===== config.mk =====
export PLATFORM = sky130hd
export DESIGN_NAME = io_responder
export DESIGN_NICKNAME = d
export VERILOG_FILES = /design/src/rtl/io_responder.sv
export SDC_FILE = /design/constraint.sdc
export NUM_CORES = 1
export LEC_CHECK = 0
export BUFFER_PORTS_ARGS = -buffer_cell sky130_fd_sc_hd__buf_2
export CORE_MARGIN = 5
export CORE_UTILIZATION = 45
export DETAILED_ROUTE_END_ITERATION = 16
export GPL_ROUTABILITY_DRIVEN = 0
export GPL_TIMING_DRIVEN = 1
export PLACE_DENSITY = 0.63
export SETUP_SLACK_MARGIN = 0.5
export SLEW_MARGIN = 10
export SYNTH_ARGS = -nofsm -noshare
export SYNTH_HDL_FRONTEND = slang
export SYNTH_SLANG_ARGS = --single-unit

===== constraint.sdc =====
create_clock -name clk -period 8.8 [get_ports clk]
set_input_delay 1.76 -clock clk [delete_from_list [all_inputs] [get_ports clk]]
set_output_delay 1.76 -clock clk [all_outputs]
set_load 0.05 [all_outputs]

===== src/rtl/io_responder.sv =====
// CPU-facing IO port window: a TX FIFO, an RX FIFO, sticky error flags, an LED register
// and synchronized switch inputs, all mapped onto five consecutive port addresses.
module io_responder #(
    parameter logic [7:0] BASE  = 8'h10,
    parameter int         DEPTH = 8
) (
    input  logic        clk,
    input  logic        rst,
    input  logic [7:0]  io_adrs,
    input  logic [15:0] io_wdata,
    input  logic        io_we,
    output logic [15:0] io_rdata,
    output logic [15:0] tx_data,
    output logic        tx_valid,
    input  logic        tx_ready,
    input  logic [15:0] rx_data,
    input  logic        rx_valid,
    output logic        rx_ready,
    output logic [15:0] led,
    input  logic [15:0] sw
);

    localparam int         AW     = $clog2(DEPTH);
    localparam logic [3:0] FULL   = 4'(DEPTH);
    localparam logic [7:0] A_TX   = BASE;
    localparam logic [7:0] A_CLR  = BASE + 8'd1;
    localparam logic [7:0] A_RX   = BASE + 8'd2;
    localparam logic [7:0] A_LED  = BASE + 8'd3;
    localparam logic [7:0] A_SW   = BASE + 8'd4;

    logic          we_q;
    logic          wr_ev;
    logic [15:0]   tx_mem [DEPTH];
    logic [15:0]   rx_mem [DEPTH];
    logic [AW-1:0] tx_wptr, tx_rptr, rx_wptr, rx_rptr;
    logic [3:0]    tx_count, rx_count;
    logic          tx_ovf, rx_udf;
    logic [15:0]   sw_s1, sw_s2;

    logic tx_req, tx_full, tx_push, tx_pop, tx_ovf_set;
    logic rx_req, rx_push, rx_pop, rx_udf_set, clr_ev;

    // A CPU write is only the rising edge of io_we, so a long strobe counts once.
    assign wr_ev      = io_we & ~we_q;

    assign tx_valid   = (tx_count != 4'd0);
    assign tx_data    = tx_mem[tx_rptr];
    assign tx_pop     = tx_valid & tx_ready;
    assign tx_full    = (tx_count == FULL);
    assign tx_req     = wr_ev && (io_adrs == A_TX);
    assign tx_push    = tx_req && (!tx_full || tx_pop);
    assign tx_ovf_set = tx_req && tx_full && !tx_pop;

    assign rx_ready   = (rx_count != FULL);
    assign rx_push    = rx_valid & rx_ready;
    assign rx_req     = wr_ev && (io_adrs == A_RX);
    assign rx_pop     = rx_req && (rx_count != 4'd0);
    assign rx_udf_set = rx_req && (rx_count == 4'd0);

    assign clr_ev     = wr_ev && (io_adrs == A_CLR);

    always_ff @(posedge clk) begin
        if (!rst && tx_push)
            tx_mem[tx_wptr] <= io_wdata;
        if (!rst && rx_push)
            rx_mem[rx_wptr] <= rx_data;
    end

    always_ff @(posedge clk) begin
        if (rst) begin
            we_q     <= 1'b1;
            tx_wptr  <= '0;
            tx_rptr  <= '0;
            tx_count <= 4'd0;
            rx_wptr  <= '0;
            rx_rptr  <= '0;
            rx_count <= 4'd0;
            tx_ovf   <= 1'b0;
            rx_udf   <= 1'b0;
            led      <= 16'h0000;
            sw_s1    <= 16'h0000;
            sw_s2    <= 16'h0000;
        end else begin
            we_q  <= io_we;
            sw_s1 <= sw;
            sw_s2 <= sw_s1;

            if (tx_push)
                tx_wptr <= tx_wptr + 1'b1;
            if (tx_pop)
                tx_rptr <= tx_rptr + 1'b1;
            if (tx_push && !tx_pop)
                tx_count <= tx_count + 4'd1;
            else if (!tx_push && tx_pop)
                tx_count <= tx_count - 4'd1;

            if (rx_push)
                rx_wptr <= rx_wptr + 1'b1;
            if (rx_pop)
                rx_rptr <= rx_rptr + 1'b1;
            if (rx_push && !rx_pop)
                rx_count <= rx_count + 4'd1;
            else if (!rx_push && rx_pop)
                rx_count <= rx_count - 4'd1;

            // Sticky flags: a set in the same cycle beats a write-1 clear.
            tx_ovf <= tx_ovf_set | (tx_ovf & ~(clr_ev & io_wdata[8]));
            rx_udf <= rx_udf_set | (rx_udf & ~(clr_ev & io_wdata[9]));

            if (wr_ev && (io_adrs == A_LED))
                led <= io_wdata;
        end
    end

    always_comb begin
        io_rdata = 16'h0000;
        if (io_adrs == A_TX)
            io_rdata = {12'b0, tx_count};
        else if (io_adrs == A_CLR)
            io_rdata = {6'b0, rx_udf, tx_ovf, rx_count, tx_count};
        else if (io_adrs == A_RX)
            io_rdata = (rx_count != 4'd0) ? rx_mem[rx_rptr] : 16'h0000;
        else if (io_adrs == A_LED)
            io_rdata = led;
        else if (io_adrs == A_SW)
            io_rdata = sw_s2;
    end

endmodule


==> out/qor.yml, run 1 <==
status: "completed"
num-nets-final: 947
crit_path_max_fanout: 16
worst_pin_slew_ps: 1040
track_usage_pct: 16.6
setup_viol: 0
slew_viol_final: 0
ant_nets: 0
cts_max_level: 2
netlist_area_um2: 13000
hold_path_depth: 1
start_util_pct: 45.4
gr-total-overflow: 0
r2r_setup_slack_ps: 5690
fin_crit_sh_pct: 62.2
yosysWarnings: 0
hold_viol_final: 0
cts_made_buffers: 36
utilization_pct: 52.8
synth_edf_count: 256
die_area_um2: 32400
finClkSkew_ps: 23.9
r2r_cells: 11
drc: 0
worstPathRequired_ps: 7040
synth.avg_cell_area_um2: 17.3
cp-end-kind: "output pin"
rsz0062_at_grt: "no"
crit_type: "primary input to output pin"
port_buffers: 110
multi_input_area_um2: 3590
p_leak_nw: 5.09
stdcell_area_um2: 15100
synth_cell_types: 51
async_flop_share_pct: 0
clock_latency_ps: 530
wl_per_cell_um: 21.3
rows: 62
netlist_instances: 751
final_common_cell: "edfxtp_1"
vdd_drop_max_mv: 0.151
seq_area_um2: 9230
wl_mm: 27.3
vias_per_cell: 5.33
crit-reg2reg-capture: "tx_count[3]"
fill_cells: 2321
synth_seq_cells: 333
r2r_start: "tx_count[0]"
placed_cell_area_um2: 14000
synth_top_flop_cell: "edfxtp_1"
cts-root-buf: "clkbuf_16"
critPathLaunchType: "primary input"
path_clk_slew_ps: 60
grt_max_degree: 65
drive_gt1_share_pct: 31.4
cp-startpoint: "io_adrs[5]"
firstDrtPassIters: 4
num_vias: 6859
fin_setup_tns_ps: 0
crit_end: "io_rdata[5]"
cts_tree: "done"
final_cell_mix: "edfxtp_1, buf_2, dfxtp_1, mux4_2, nor2_1"
power_density_nw_per_um2: 243
drtIter0Drc: 461
slew_headroom_pct: 30.8
cts_hold_buffers: 0
antenna_found_initial: 1
min_path_type: "register to register"
fmax_mhz: 183
die_width_um: 180
dp_hpwl_mm: 17.3
numClockSinks: 333
cts.repair.resized: 0
antenna_cells: 0
post_cts_buffers: 0
fin_ws_ps: 3330
grt_pass1_vias: 6880
synthesis.nets: 824
syn_to_final_growth_pct: 16.4
core_region_area_um2: 28600
whs_ps: 438
pre_cts_slack_ps: 3300
holdCritStartpoint: "sw_s1[3]"
grt_pass1_wl_mm: 41.6
clock_path_buffers: 3
min_period_ps: 5470
ys_seq_area_share_pct: 71.0
critPathArrivalTime_ps: 3710
dieHeight_um: 180
io_pins: 111
maxCapViolCount: 0
==> per-layer routing <==
layer | track usage [%] | vias up | part of all wire, %
met3 | 3.11 | 53 | 4.9
met4 | 5.24 | 2 | 2.5
li1 | - | 3184 | -
met1 | 22.5 | 3461 | 43
met2 | 27.6 | 159 | 50
met5 | 0 | - | 0.026
==> state kept, by name (all words and copies together), names as in the netlist, named ones only <==
register	flops
rx_count	4
sw_s1	16
rx_mem	128
tx_ovf	1
sw_s2	16
rx_wptr	3
rx_udf	1
tx_count	4
tx_rptr	3
led	16
tx_mem	128
tx_wptr	3
rx_rptr	3
we_q	1
==> worst max-delay path, cell delays in order <==
cell	delay (ps)
buf_2	120
nor4b_4	540
nand3_2	470
o221a_2	380
nor2_1	150
buf_2	290
==> cell type report <==
class / instances / share of cell area (%)
tap: 384 / 3.18
sequential: 333 / 61.0
clock buffer: 47 / 6.36
inverter: 5 / 0.124
multi-input combinational: 370 / 23.7
timing repair buffer: 128 / 4.53
clock inverter: 19 / 1.05
==> logic make-up after synthesis <==
kind of cell             Yosys count  synth area share, %
flip-flops                       333                 71.0
XOR/XNOR                           9                0.607
AND/OR/NAND/NOR                  163                 6.69
buffers and inverters             48                 1.81
adder cells (fa/ha/maj)           12                 1.27
multiplexers                     104                 14.4
AO/OA/AOI/OAI                     82                 4.26
==> worst min path at each step <==
stage,to
CTS,sw_s2[3]
floorplan,sw_s2[0]
detailed placement,sw_s2[3]
finish,sw_s2[3]
global route,sw_s2[3]
global placement,sw_s2[9]
==> cells in the mapped netlist (5+ instances only) <==
master | count | area, um^2
ha_1 | 10 | 125
buf_2 | 17 | 85.1
xor2_1 | 7 | 61.3
a21oi_1 | 33 | 165
clkbuf_1 | 15 | 56.3
nor3_1 | 7 | 35.0
nand3_1 | 10 | 50.1
inv_1 | 5 | 18.8
dfxtp_1 | 77 | 1540
mux2i_1 | 21 | 210
or3_1 | 5 | 31.3
edfxtp_1 | 256 | 7690
buf_1 | 5 | 18.8
a22oi_1 | 12 | 90.1
nand2_1 | 41 | 154
nor2_1 | 43 | 161
mux4_2 | 64 | 1440
o22ai_1 | 6 | 37.5
nor2b_1 | 37 | 231
mux2_2 | 18 | 203
==> power by group <==
group / internal [mW] / total [mW] / switching, mW
registers: 1.74 / 1.77 / 0.0326
logic: 0.203 / 0.498 / 0.295
clock network: 0.813 / 1.41 / 0.600
total: 2.75 / 3.68 / 0.927
==> per-stage QoR <==
stage	std cells	total power [mW]
after floorplan	751	2.18
after global placement	1220	2.30
after detailed placement	1220	2.31
after CTS	1286	3.72
after global routing	1286	3.83
final	1286	3.68
(Power assumes the default switching activity.)
==> inputs of run 2 (changes only) <==
==> constraint.sdc (replaced) <==
create_clock -name clk -period 5.4 [get_ports clk]
set_input_delay 1.08 -clock clk [delete_from_list [all_inputs] [get_ports clk]]
set_output_delay 1.08 -clock clk [all_outputs]
set_load 0.05 [all_outputs]
==> run 2 against run 1 <==
Against the previous run:
- sequential share of layout area down 0.081 points
- non-clock buffer count fell by 1
- first-iteration DRC count fell by 14%
- setup slack worse by 2100 ps
- final cell count did not move
- largest cell class unchanged
- largest power group unchanged
==> out/qor.yml, run 2 (same netlist as run 1, synthesis figures left out) <==
fill_cells: 2293
gr-total-overflow: 0
worst_pin_slew_ps: 1090
fin_ws_ps: 1260
maxCapViolCount: 0
top_regs: "rx_mem: 128 flops, tx_mem: 128 flops"
cp-end-kind: "output pin"
hold_end: "sw_s2[9]"
seq_area_um2: 9230
cts_made_buffers: 36
final_common_cell: "edfxtp_1"
firstDrtPassIters: 5
num_vias: 6897
cts_tree: "done"
ant_nets: 0
cts.repair.resized: 0
io_pins: 111
status: "completed"
fmax_mhz: 241
r2r_start: "tx_count[0]"
wl_per_cell_um: 22.0
drc: 0
worst-path-buf-inv: 2
hold_path_depth: 1
dp_hpwl_mm: 18.0
final_cell_mix: "edfxtp_1, buf_2, dfxtp_1, mux4_2, nor2_1"
vias_per_cell: 5.36
num-nets-final: 946
crit_path_max_fanout: 16
drtIter0Drc: 398
dieHeight_um: 180
grt_max_degree: 50
p_leak_nw: 5.11
cts_hold_buffers: 0
post_cts_buffers: 0
vdd_drop_max_mv: 0.246
drive_gt1_share_pct: 31.3
rows: 62
cts-root-buf: "clkbuf_16"
critPathLaunchType: "primary input"
rsz0062_at_grt: "no"
crit_family: "simple AND/OR/NAND/NOR gates"
die_width_um: 180
setup_viol: 0
track_usage_pct: 17.2
cp_cell_sequence: "buf_2, nor4b_4, nand3_2, o221a_2, nor2_1, buf_2"
grt_pass1_vias: 7150
fin_setup_tns_ps: 0
grt_pass1_wl_mm: 43.0
crit_type: "primary input to output pin"
r2r_cells: 11
crit_path_frequent_cell: "buf_2"
crit-reg2reg-capture: "tx_count[3]"
path_clk_slew_ps: 60
syn_to_final_growth_pct: 16.5
clock_path_buffers: 3
slew_viol_final: 0
pre_cts_slack_ps: 1220
r2r_setup_slack_ps: 2350
die_area_um2: 32400
start_util_pct: 45.4
multi_input_area_um2: 3590
fin_crit_sh_pct: 76.7
core_region_area_um2: 28600
worstPathRequired_ps: 4320
cp_slowest_cell: "nor4b_4"
finClkSkew_ps: 12.0
clock_latency_ps: 520
critPathArrivalTime_ps: 3060
holdCritStartpoint: "sw_s1[9]"
cts_max_level: 2
power_density_nw_per_um2: 400
wl_mm: 28.3
numClockSinks: 333
min_period_ps: 4140
slew_headroom_pct: 27.0
port_buffers: 110
min_path_type: "register to register"
hold_viol_final: 0
max_stage_delay_ps: 540
antenna_found_initial: 1
## run 2: worst max-delay path by stage
| stage | start | endpoint | cells past startpoint | slack (ps) |
|---|---|---|---|---|
| floorplan | io_adrs[3] | io_rdata[6] | 6 | 1510 |
| global placement | io_adrs[5] | io_rdata[4] | 6 | 1230 |
| detailed placement | io_adrs[5] | io_rdata[4] | 6 | 1220 |
| CTS | io_adrs[5] | io_rdata[4] | 6 | 1210 |
| global route | register | io_rdata[9] | 5 | 1100 |
| finish | io_adrs[5] | io_rdata[4] | 6 | 1260 |
## run 2: cell type report
class | instances | area share, %
sequential | 333 | 61.0
multi-input combinational | 370 | 23.7
clock buffer | 49 | 6.34
timing repair buffer | 127 | 4.48
tap | 384 | 3.17
clock inverter | 17 | 1.23
inverter | 5 | 0.124
antenna | 1 | 0.0165
## run 2: metrics by stage
| step | util (%) | area [um^2] | hold slack (ps) | power (mW) | instances |
|---|---|---|---|---|---|
| final | 52.9 | 15100 | 430 | 6.06 | 1286 |
| after global routing | 52.9 | 15100 | 452 | 6.29 | 1285 |
| after CTS | 52.9 | 15100 | 431 | 6.12 | 1285 |
| after detailed placement | 48.9 | 14000 | 420 | 3.76 | 1219 |
| after global placement | 48.9 | 14000 | 419 | 3.75 | 1219 |
| after floorplan | - | 13000 | 414 | 3.55 | 751 |
## run 2: per-layer routing
layer | GRT usage [%] | up-vias | share of wire, % | routed length [um]
met2 | 29.7 | 185 | 51 | 14300
li1 | - | 3186 | - | -
met3 | 3.17 | 43 | 4.6 | 1310
met1 | 22.8 | 3481 | 43 | 12100
met5 | 0 | - | 0.046 | 13
met4 | 4.21 | 2 | 2.1 | 590
## run 2: worst register-to-register path, stage by stage (launching register included)
cell     delay [ps]
dfxtp_1         380
or3_1           460
o21ba_2         270
nand2_1         260
inv_1            80
ha_1            220
inv_1           130
ha_1            250
a21o_1          170
a21oi_1         160
mux2i_1         220
mux2_2          340
## run 2: where the power goes
group / total [mW] / switching (mW) / leakage (nW) / internal, mW
Clock: 2.36 / 0.959 / 0.565 / 1.40
Sequential: 2.91 / 0.0822 / 2.94 / 2.83
Combinational: 0.784 / 0.454 / 1.61 / 0.331
